## src/rtl/arb8_scheduler.sv

```systemverilog
// 8-way round-robin arbiter with grant tenure limit and forced-revoke pulse.
// The release input is named release_i because "release" is a reserved word.
module arb8_scheduler #(
  parameter int unsigned HOLD_MAX = 15,
  parameter int unsigned CNT_W    = 4
) (
  input  logic       clk,
  input  logic       reset,
  input  logic [7:0] req,
  input  logic       release_i,
  output logic [7:0] gnt,
  output logic [2:0] gnt_code,
  output logic       gnt_valid,
  output logic       z,
  output logic       timeout
);

  typedef enum logic {IDLE, OWN} state_e;

  state_e           state_q;
  logic [2:0]       ptr_q;
  logic [CNT_W-1:0] tenure_q;

  logic       hold_hit_c;
  logic       exit_c;
  logic       force_c;
  logic [2:0] base_c;
  logic [2:0] win_c;

  assign z = (req == 8'b0);

  // Exit decision and round-robin search; after an exit the search starts past the owner.
  always_comb begin
    hold_hit_c = (HOLD_MAX != 0) && (tenure_q == CNT_W'(HOLD_MAX));
    exit_c     = release_i || !req[gnt_code] || hold_hit_c;
    force_c    = hold_hit_c && !release_i && req[gnt_code];
    base_c     = (state_q == OWN) ? gnt_code + 3'd1 : ptr_q;
    win_c      = base_c;
    for (int i = 7; i >= 0; i--) begin
      if (req[base_c + 3'(i)]) win_c = base_c + 3'(i);
    end
  end

  always_ff @(posedge clk) begin
    if (reset) begin
      state_q   <= IDLE;
      ptr_q     <= 3'd0;
      tenure_q  <= '0;
      gnt       <= 8'b0;
      gnt_code  <= 3'd0;
      gnt_valid <= 1'b0;
      timeout   <= 1'b0;
    end else begin
      timeout <= 1'b0;
      case (state_q)
        IDLE: begin
          if (req != 8'b0) begin
            state_q   <= OWN;
            gnt       <= 8'b1 << win_c;
            gnt_code  <= win_c;
            gnt_valid <= 1'b1;
            tenure_q  <= CNT_W'(1);
          end
        end
        OWN: begin
          if (exit_c) begin
            ptr_q   <= gnt_code + 3'd1;
            timeout <= force_c;
            if (req != 8'b0) begin
              gnt      <= 8'b1 << win_c;
              gnt_code <= win_c;
              tenure_q <= CNT_W'(1);
            end else begin
              state_q   <= IDLE;
              gnt       <= 8'b0;
              gnt_valid <= 1'b0;
              tenure_q  <= '0;
            end
          end else if (tenure_q != {CNT_W{1'b1}}) begin
            tenure_q <= tenure_q + CNT_W'(1);
          end
        end
        default: state_q <= IDLE;
      endcase
    end
  end

endmodule

```

## config.mk

```make
export PLATFORM = sky130hd
export DESIGN_NAME = arb8_scheduler
export DESIGN_NICKNAME = d
export VERILOG_FILES = /design/src/rtl/arb8_scheduler.sv
export SDC_FILE = /design/constraint.sdc
export NUM_CORES = 1
export LEC_CHECK = 0
export ABC_AREA = 1
export CAP_MARGIN = 20
export CELL_PAD_IN_SITES_DETAIL_PLACEMENT = 1
export CELL_PAD_IN_SITES_GLOBAL_PLACEMENT = 1
export CORE_MARGIN = 3
export CORE_UTILIZATION = 28
export DETAILED_ROUTE_END_ITERATION = 16
export GPL_ROUTABILITY_DRIVEN = 1
export GPL_TIMING_DRIVEN = 0
export HOLD_SLACK_MARGIN = 0.15
export PLACE_DENSITY_LB_ADDON = 0.05
export RECOVER_POWER = 25
export SKIP_CTS_REPAIR_TIMING = 1
export SLEW_MARGIN = 20
export SYNTH_ARGS = -nofsm -noshare
export SYNTH_HDL_FRONTEND = slang
export SYNTH_SLANG_ARGS = --single-unit
```

## constraint.sdc

```tcl
create_clock -name clk -period 2.35 [get_ports clk]
set_input_delay 0.47 -clock clk [delete_from_list [all_inputs] [get_ports clk]]
set_output_delay 0.47 -clock clk [all_outputs]
set_load 0.01 [all_outputs]
```

Word-level counts from Yosys, hierarchy flattened
Cells that the tools add are included.
{"block": "classes", "addsub": 9, "order_cmp": 9, "n_eq_ne": 6, "n_shift": 1, "n_mux": 46, "bitwise": 2, "n_reduce_logical": 13}
{"cell": "less-than comparator 3 x 4 -> 1 bit, second input constant", "n": 9}
{"cell": "2-to-1 mux 3 bit", "n": 11}
{"cell": "binary-select mux 1 bit (select 3 bit)", "n": 9}
{"cell": "2-to-1 mux 8 bit", "n": 3}
{"cell": "case mux 8 bit (2 select lines)", "n": 1}
{"cell": "2-to-1 mux 1 bit", "n": 15}
{"cell": "adder 3 bit, second input constant", "n": 4}
{"cell": "2-to-1 mux 4 bit", "n": 3}
{"cell": "logical NOT 8 bit", "n": 1}
{"cell": "case mux 4 bit (2 select lines)", "n": 1}
{"cell": "nonzero test 8 bit", "n": 1}
{"cell": "left shift 1 x 3 -> 8 bit, first input constant", "n": 1}
{"cell": "adder 3 x 1 -> 3 bit, second input constant", "n": 2}
{"cell": "adder 3 x 2 -> 3 bit, second input constant", "n": 2}
{"cell": "case mux 3 bit (2 select lines)", "n": 1}
{"cell": "AND reduction 2 bit", "n": 3}
{"cell": "adder 4 x 1 -> 4 bit, second input constant", "n": 1}
{"cell": "equality test 4 bit, second input constant", "n": 1}
{"cell": "inequality test 2 bit, second input constant", "n": 2}
{"cell": "inequality test 4 bit, second input constant", "n": 1}
{"cell": "case mux 1 bit (2 select lines)", "n": 2}
{"cell": "inequality test 3 x 1 -> 1 bit, second input constant", "n": 1}
{"cell": "AND reduction 3 bit", "n": 1}
{"cell": "OR reduction 3 bit", "n": 1}
{"cell": "other kinds (5)", "n": 9}
{"block": "word_totals", "regBits": 21, "input_bits": 11, "out_inout_bits": 14, "word_cells": 93}

Depth between registers and ports, before layout
Gate-level depths: netlist (run 1).
{"block": "logic_depth", "word_depth": 17, "mapped_depth": 23}

Worst setup path before layout (run 1)
OpenSTA, ideal clock, no wires.
{"block": "synth_path", "path_kind": "register to register", "start": "register gnt_code[0]", "end": "register gnt_code[1]", "t_arrival_ns": 2.520, "t_required_ns": 2.234, "path_slack_ns": -0.285, "path_stages_with_launch": 20, "n_path_buf": 1, "period_less_slack_ns": 2.635, "cell_sequence": "dfxtp_1 -> ha_1 -> nand2_1 -> nand2_1 -> buf_4 -> ha_1 -> inv_1 -> nand3_1 -> o211ai_2 -> nand2_1 -> o21ai_0 -> inv_1 -> nand2_1 -> nand2_1 -> nand2_1 -> nand2_2 -> nand2_1 -> nand2_2 -> o21ai_0 -> inv_1"}
{"block": "synth_between", "elab_chain_len": 16, "word_cells_on_any_way": 42}
{"element": "start, declared", "line": "12", "rtl": "output logic [2:0] gnt_code,"}
{"element": "start signal, assigned", "line": "60", "rtl": "gnt_code <= win_c;"}
{"element": "start signal, assigned", "line": "71", "rtl": "gnt_code <= win_c;"}
{"element": "adder 3 x 1 -> 3 bit", "line": "37", "rtl": "base_c = (state_q == OWN) ? gnt_code + 3'd1 : ptr_q;"}
{"element": "2-to-1 mux 3 bit", "line": "37"}
{"element": "adder 3 bit", "line": "40", "rtl": "if (req[base_c + 3'(i)]) win_c = base_c + 3'(i);"}
{"element": "binary-select mux 1 bit (select 3 bit)", "line": "40"}
{"element": "2-to-1 mux 1 bit (not written as such)", "line": "40"}
{"element": "2-to-1 mux 3 bit (8 in a row)", "line": "40"}
{"element": "2-to-1 mux 3 bit", "line": "57, 69"}
{"element": "2-to-1 mux 3 bit", "line": "66", "rtl": "if (exit_c) begin"}
{"element": "case mux 3 bit (2 select lines)", "line": "55", "rtl": "case (state_q)"}
Several ways; a longest one is shown, not always the timed one. The select of a mux whose other input is x is not followed.
A chain may end at the register's enable or synchronous reset.

Worst setup path after layout (run 1)
{"block": "layout_path", "start": "register gnt_code[0]", "end": "register gnt[6]"}
{"block": "layout_between", "elab_chain_len": 17, "word_cells_on_any_way": 45}
{"element": "adder 3 x 1 -> 3 bit", "line": "37"}
{"element": "2-to-1 mux 3 bit", "line": "37"}
{"element": "adder 3 bit", "line": "40"}
{"element": "binary-select mux 1 bit (select 3 bit)", "line": "40"}
{"element": "2-to-1 mux 1 bit (not written as such)", "line": "40"}
{"element": "2-to-1 mux 3 bit (8 in a row)", "line": "40"}
{"element": "left shift 1 x 3 -> 8 bit", "line": "59, 70"}
{"element": "2-to-1 mux 8 bit", "line": "69", "rtl": "if (req != 8'b0) begin"}
{"element": "2-to-1 mux 8 bit", "line": "66"}
{"element": "case mux 8 bit (2 select lines)", "line": "55"}
{"element": "end signal, assigned", "line": "59", "rtl": "gnt <= 8'b1 << win_c;"}
{"element": "end signal, assigned", "line": "70", "rtl": "gnt <= 8'b1 << win_c;"}
{"element": "end, declared", "line": "11", "rtl": "output logic [7:0] gnt,"}
Several ways; a longest one is shown, not always the timed one. The select of a mux whose other input is x is not followed.

==> run metrics, run 1 <==
status=finished with violations; failing checks=negative setup slack; routability cong.=0.757; initial core utilization=29.3%; met2 routed wirelength=2930 um; nets=378; slowest CP cell=dfxtp_4; number of flops mapped to enable cells by yosys=0; Clock Power Share=7.1%; # fillers=842; leakage power total=1.25 nW; critical path type=reg -> reg; Die H=88.1 um; clock slew at reported path FFs=0.08 ns; initial antenna violation count=0; Critical Path RT=2.55 ns; Max H-tree Level=1; count of cell types in the netlist=33; combinational power share=78.0%; worst-path cell chain=ha_4 -> inv_2 -> nand2_2 -> nand2_2 -> buf_6 -> ha_4 -> inv_2 -> nand3_2 -> nand2_2 -> nand3_2 -> nand2_2 -> nand2_1 -> nand2_1 -> nand2_1 -> nand2_1 -> nand2_2 -> nand2_2 -> nand2_2 -> nand2_4 -> nand2_8 -> nor2_4 -> nand3_2 -> a21oi_2; Switching Share=51.8%; Post-DP HPWL=4810 um; largest net degree at the start of global routing=13; vias per cell=4.72; Ports=25; Final Max Tran Viols=0; DR DRC count=0; Inserted Diodes=0; Tmin final=2.49 ns; post-synthesis cell count=320; r2r setup slk=-0.14 ns; CTS Buf Count=3; Mapped Area=1890 um2; vias after detailed routing=2,066; die area=7770 um2; Reg power frac=14.9%; crit-path max cell delay=0.39 ns; Max Cap Viol=0; DR WL/cell=13.7 um; wire length of the first global-routing pass=9830 um; worst-margin pin slew=0.524 ns; most frequent CP cell=nand2_2; vias in the first global route=2,030; area grow syn2layout=40.0%; Synth top cells by count=nand2_1 (113), inv_1 (44), nand3_1 (32), a21oi_1 (25), dfxtp_1 (21); CTS Sinks=21; Final Instance Count excl. Fillers=438; worst reg2reg path endpoint=gnt[6]$_SDFFE_PP0P_; global route overflow=0; synthesized net count=336; CTS max path bufs=2; Final WS setup=-0.136 ns; pre-CTS setup slack=-0.431 ns; Setup Skew=0.00287 ns; sequential fraction of the synthesis area=22.3%; Power Internal=0.00168 W; DR top layer=met4; number of I/O port buffers=23; pwr/cell area=1320 nW/um2; initial drt markers=58; wire length on met3=82 um; Synth top area share=22.5%; number of cell rows=29; fraction of layout cells with a size suffix above 1=29.4%; Post-DRT Antenna Nets=0; RSZ-0062 raised after global routing=true; worst skew pair latency=0.27 ns; Startpoint Class=flop; Critical Path AT=2.69 ns; final wirelength=6020 um; Top delay family on crit path=simple AND/OR/NAND/NOR gates; worst path bufs/invs=3; CTS tree=yes; hold depth=2; GRT Total Usage=16.1%; Post-Place Cell Area=2240 um2; placed instance count=420; Synth Register Bits=21; average size of a mapped cell=5.90 um2; HP Class=reg -> reg; DIE WIDTH=88.1 um; Net Sw Power=0.00181 W; wire length on met1=2960 um; Synth Flop Type=dfxtp_1; Pre-Repair DR Iteration Count=4; Synth Warn #=0; post-route cell area=2650 um2; Crit path depth=23; post-synth top area cell=nand2_1; period utilization=106%; CP Capture Type=flop; top cells by area, synth=nand2_1 (22%), dfxtp_1 (22%), inv_1 (8.7%); VDD IR max=0.000658 V; critical path peak fanout=8; most common cell in the netlist=nand2_1; number of cells on the worst reg-to-reg path=23; min-delay src=gnt[5]$_SDFFE_PP0P_; endpoints failing setup=11; Slew HR=65.0%; Final Hold Viols=0; Async SR Flop Fraction=0%; clock tree root driver cell=clkbuf_8; Core ar.=6460 um2; f_max=402 MHz; R2R Path Start=gnt_code[0]$_SDFFE_PP0P_; hold path endpoint=gnt[5]$_SDFFE_PP0P_
==> routing by layer <==
layer  up-vias  track usage, %
met2        15            27.9
met4         0            2.88
met1       945            21.6
li1       1102               -
met3         4            2.16
met5         -               0
==> worst reg2reg max path, cell delays in order (launching register included) <==
cell and delay [ns]:
dfxtp_4 0.39, ha_4 0.29, inv_2 0.04, nand2_2 0.05
nand2_2 0.05, buf_6 0.12, ha_4 0.16, inv_2 0.05
nand3_2 0.07, nand2_2 0.11, nand3_2 0.09, nand2_2 0.08
nand2_1 0.05, nand2_1 0.06, nand2_1 0.05, nand2_1 0.08
nand2_2 0.06, nand2_2 0.08, nand2_2 0.06, nand2_4 0.08
nand2_8 0.07, nor2_4 0.11, nand3_2 0.08, a21oi_2 0.13
==> through the flow <==
stage	power, W	util, %	setup TNS, ns	hold WS (ns)
global route	0.00385	41.0	-3.17	0.485
finish	0.00349	41.0	-1.07	0.462
detailed placement	0.00262	34.6	-4.92	0.457
global placement	0.00260	34.6	-4.45	0.454
floorplan	0.00206	-	0	0.462
CTS	0.00288	35.3	-4.57	0.470
==> how the worst max path moves through the flow <==
stage / start / end
after floorplan: gnt_code[0]$_SDFFE_PP0P_ / gnt_code[1]$_SDFFE_PP0P_
after global placement: gnt_code[0]$_SDFFE_PP0P_ / gnt[0]$_SDFFE_PP0P_
after detailed placement: gnt_code[0]$_SDFFE_PP0P_ / gnt[3]$_SDFFE_PP0P_
after CTS: gnt_code[0]$_SDFFE_PP0P_ / gnt[3]$_SDFFE_PP0P_
after global routing: gnt_code[0]$_SDFFE_PP0P_ / gnt[6]$_SDFFE_PP0P_
final: gnt_code[0]$_SDFFE_PP0P_ / gnt[6]$_SDFFE_PP0P_
==> state kept, by name, summed over array words and instances, names as in the netlist <==
name	count
ptr_q	3
gnt	8
timeout	1
tenure_q	4
gnt_valid	1
state_q	1
gnt_code	3
==> placed cells by master (no fill, tap or decap), types with 5 or more instances in the layout <==
cell / instances
clkdlybuf4s50_1: 18
a21oi_1: 23
nand3_2: 9
nand2_4: 8
nand2_1: 94
buf_6: 5
nand3_1: 25
inv_2: 8
inv_1: 40
nand2_2: 31
o21ai_2: 5
o21ai_0: 7
dfxtp_1: 19
buf_4: 11
nor2_1: 8
==> area by class of cell <==
| cell class | instances | area (um2) | share of cell area (%) |
|---|---|---|---|
| sequential | 21 | 428 | 16.2 |
| inverter | 49 | 189 | 7.14 |
| timing repair buffer | 37 | 358 | 13.5 |
| clock buffer | 3 | 41.3 | 1.56 |
| clock inverter | 1 | 5.00 | 0.189 |
| tap | 77 | 96.3 | 3.64 |
| buffer | 6 | 56.3 | 2.13 |
| multi-input combinational | 244 | 1470 | 55.6 |
==> kinds of logic (layout without fill, tap and decap cells) <==
family                   Yosys count  in the layout  synth area share, %
buffers and inverters             55             96                 12.3
adder cells (fa/ha/maj)            5              5                 3.31
AO/OA/AOI/OAI                     47             47                 14.7
flip-flops                        21             21                 22.3
AND/OR/NAND/NOR                  192            192                 47.4
==> power groups by stage <==
stage / clock [W] / sequential [W] / combinational [W]
finish: 0.000247 / 0.000521 / 0.00272
global route: 0.000279 / 0.000536 / 0.00304
CTS: 0.000258 / 0.000522 / 0.00210
detailed placement: 0 / 0.000528 / 0.00210
global placement: 0 / 0.000527 / 0.00207
floorplan: 0 / 0.000543 / 0.00152
Power figures use the tool's default switching activity.
==> run 2: changes to the inputs <==
--- a/config.mk
+++ b/config.mk
@@ -15,7 +15,7 @@
 export GPL_ROUTABILITY_DRIVEN = 1
 export GPL_TIMING_DRIVEN = 0
 export HOLD_SLACK_MARGIN = 0.15
-export PLACE_DENSITY_LB_ADDON = 0.05
+export PLACE_DENSITY = 0.66
 export RECOVER_POWER = 25
 export SKIP_CTS_REPAIR_TIMING = 1
 export SLEW_MARGIN = 20
==> run 2 against run 1 <==
The flow still finishes with violations (negative setup slack); clock power barely moved; setup slack worse by 0.0044 ns; combinational power down 2%; via count rose by 3.3%; design area about the same; worst hold slack improved by 0.0062 ns; non-clock buffer count increased by 1; total power is 1.4% lower; critical path depth did not move; count of clock-buffer cells in the layout up 1; sequential power hardly changed.
==> run metrics, run 2 (same netlist as run 1, synthesis figures left out) <==
Net Sw Power=0.00182 W (was 0.00181 W); Tmin final=2.49 ns (about the same); period utilization=106% (about the same); nets=379 (was 378); critical path type=reg -> reg (unchanged); Power Internal=0.00162 W (was 0.00168 W); Post-DRT Antenna Nets=0 (unchanged); Final Max Tran Viols=0 (unchanged); Setup Skew=0.00264 ns (was 0.00287 ns); Max Cap Viol=0 (unchanged); pre-CTS setup slack=-0.409 ns (was -0.431 ns); DR WL/cell=13.7 um (about the same); Inserted Diodes=0 (unchanged); Switching Share=52.8% (was 51.8%); Ports=25 (unchanged); Final WS setup=-0.140 ns (was -0.136 ns); Critical Path RT=2.55 ns (about the same); HP Class=reg -> reg (unchanged); max reg flops=8 (unchanged); global route overflow=0 (unchanged); GRT Total Usage=16.0% (was 16.1%); largest register by flop count=gnt (unchanged); die area=7770 um2 (unchanged); Pre-Repair DR Iteration Count=4 (unchanged); routability cong.=0.810 (was 0.757); largest net degree at the start of global routing=12 (was 13); vias per cell=4.86 (was 4.72); initial drt markers=41 (was 58); Critical Path AT=2.69 ns (about the same); Startpoint Class=flop (unchanged); RSZ-0062 raised after global routing=true (unchanged); clock slew at reported path FFs=0.08 ns (about the same); pwr/cell area=1300 nW/um2 (was 1320 nW/um2); Max H-tree Level=1 (unchanged); CTS Buf Count=3 (unchanged); DR DRC count=0 (unchanged); endpoints failing setup=9 (was 11); fraction of layout cells with a size suffix above 1=29.0% (was 29.4%); CTS max path bufs=2 (unchanged); hold depth=2 (unchanged); Core ar.=6460 um2 (unchanged); CTS Sinks=21 (unchanged); vias in the first global route=2,188 (was 2,030); Worst Setup SP=gnt_code[0]$_SDFFE_PP0P_ (unchanged); vias after detailed routing=2,135 (was 2,066); failing checks=negative setup slack (unchanged); VDD IR max=0.000521 V (was 0.000658 V); number of I/O port buffers=23 (unchanged); largest registers=gnt: 8 flops, tenure_q: 4 flops (unchanged); leakage power total=1.25 nW (about the same); final wirelength=6000 um (was 6020 um); worst-margin pin slew=0.539 ns (was 0.524 ns); combinational power share=77.8% (was 78.0%); R2R Path Start=gnt_code[0]$_SDFFE_PP0P_ (unchanged); Clock Power Share=7.1% (about the same); Post-DP HPWL=4700 um (was 4810 um); # fillers=848 (was 842); wire length of the first global-routing pass=10,000 um (was 9830 um); initial core utilization=29.3% (unchanged); CP Capture Type=flop (unchanged); area grow syn2layout=39.9% (was 40.0%); CTS tree=yes (unchanged); post-route cell area=2640 um2 (was 2650 um2); status=finished with violations (unchanged); f_max=402 MHz (about the same); most frequent cells in the layout=nand2_1 (95), inv_1 (40), nand2_2 (26) (was nand2_1 (94), inv_1 (40), nand2_2 (31)); Post-Place Cell Area=2240 um2 (unchanged); Final Hold Viols=0 (unchanged); min-delay src=gnt_valid$_SDFFE_PP0P_ (was gnt[5]$_SDFFE_PP0P_); Slew HR=64.1% (was 65.0%); clock tree root driver cell=clkbuf_8 (unchanged); Die H=88.1 um (unchanged); worst skew pair latency=0.26 ns (was 0.27 ns); critical path peak fanout=7 (was 8); DIE WIDTH=88.1 um (unchanged); initial antenna violation count=0 (unchanged); number of cell rows=29 (unchanged); most common cell after layout, fill and taps aside=nand2_1 (unchanged); number of cells on the worst reg-to-reg path=23 (unchanged); Reg power frac=15.1% (was 14.9%)
## run 2: cell types whose count changed in the layout (fill, tap and decap cells not counted), sizes merged
cell	change
buf	+1
clkbuf	+1
inv	-1
## run 2: through the flow
step	TNS [ns]	utilization (%)	instances	power, W	hold slack [ns]
6_report	-0.710	40.9	439	0.00344	0.468
3_3_place_gp	-4.52	34.6	420	0.00257	0.454
5_1_grt	-3.07	40.9	439	0.00380	0.495
3_5_place_dp	-4.99	34.6	420	0.00262	0.460
2_1_floorplan	0	-	320	0.00206	0.462
4_1_cts	-4.64	35.3	424	0.00287	0.475
## run 2: metal layers
metal	vias to the layer above	track usage [%]	routed length, um	part of all wire (%)
met5	-	0	0	0
met4	0	2.88	44	0.73
met3	5	1.13	58	0.97
met2	16	28.7	3040	51
met1	1010	21.2	2860	48
li1	1104	-	-	-
## run 2: critical path, stage by stage, from the launching register on
cell     delay, ns
dfxtp_4       0.38
ha_4          0.28
inv_2         0.04
nand2_2       0.05
nand2_2       0.07
buf_6         0.13
ha_4          0.16
inv_2         0.06
nand3_2       0.09
nand2_4       0.10
nand3_2       0.08
nand2_1       0.07
nand2_1       0.06
nand2_1       0.06
nand2_1       0.06
nand2_2       0.07
nand2_2       0.06
nand2_2       0.09
nand2_2       0.06
nand2_2       0.07
nand2_4       0.09
nor2_4        0.13
nand3_2       0.07
a21oi_2       0.12
## run 2: layout make-up
cell class | count | area, um2 | area share (%)
plain buffers | 6 | 56.3 | 2.13
flip-flops and latches | 21 | 428 | 16.2
multi-input cells | 244 | 1480 | 55.8
repair buffers | 38 | 353 | 13.4
well taps | 77 | 96.3 | 3.65
clock buffers | 4 | 45.0 | 1.70
inverters | 49 | 189 | 7.15
## run 2: worst paths after layout
check                           end  slack (ns)
max             gnt[2]$_SDFFE_PP0P_       -0.14
min          gnt_valid$_SDFFE_PP0P_        0.47
max reg2reg     gnt[2]$_SDFFE_PP0P_       -0.14
min reg2reg  gnt_valid$_SDFFE_PP0P_        0.47
## run 2: power by group through the flow
stage / registers (W) / clock network, W / logic (W)
finish: 0.000520 / 0.000245 / 0.00267
global route: 0.000535 / 0.000269 / 0.00300
CTS: 0.000525 / 0.000253 / 0.00209
detailed placement: 0.000531 / 0 / 0.00208
global placement: 0.000528 / 0 / 0.00205
floorplan: 0.000543 / 0 / 0.00152
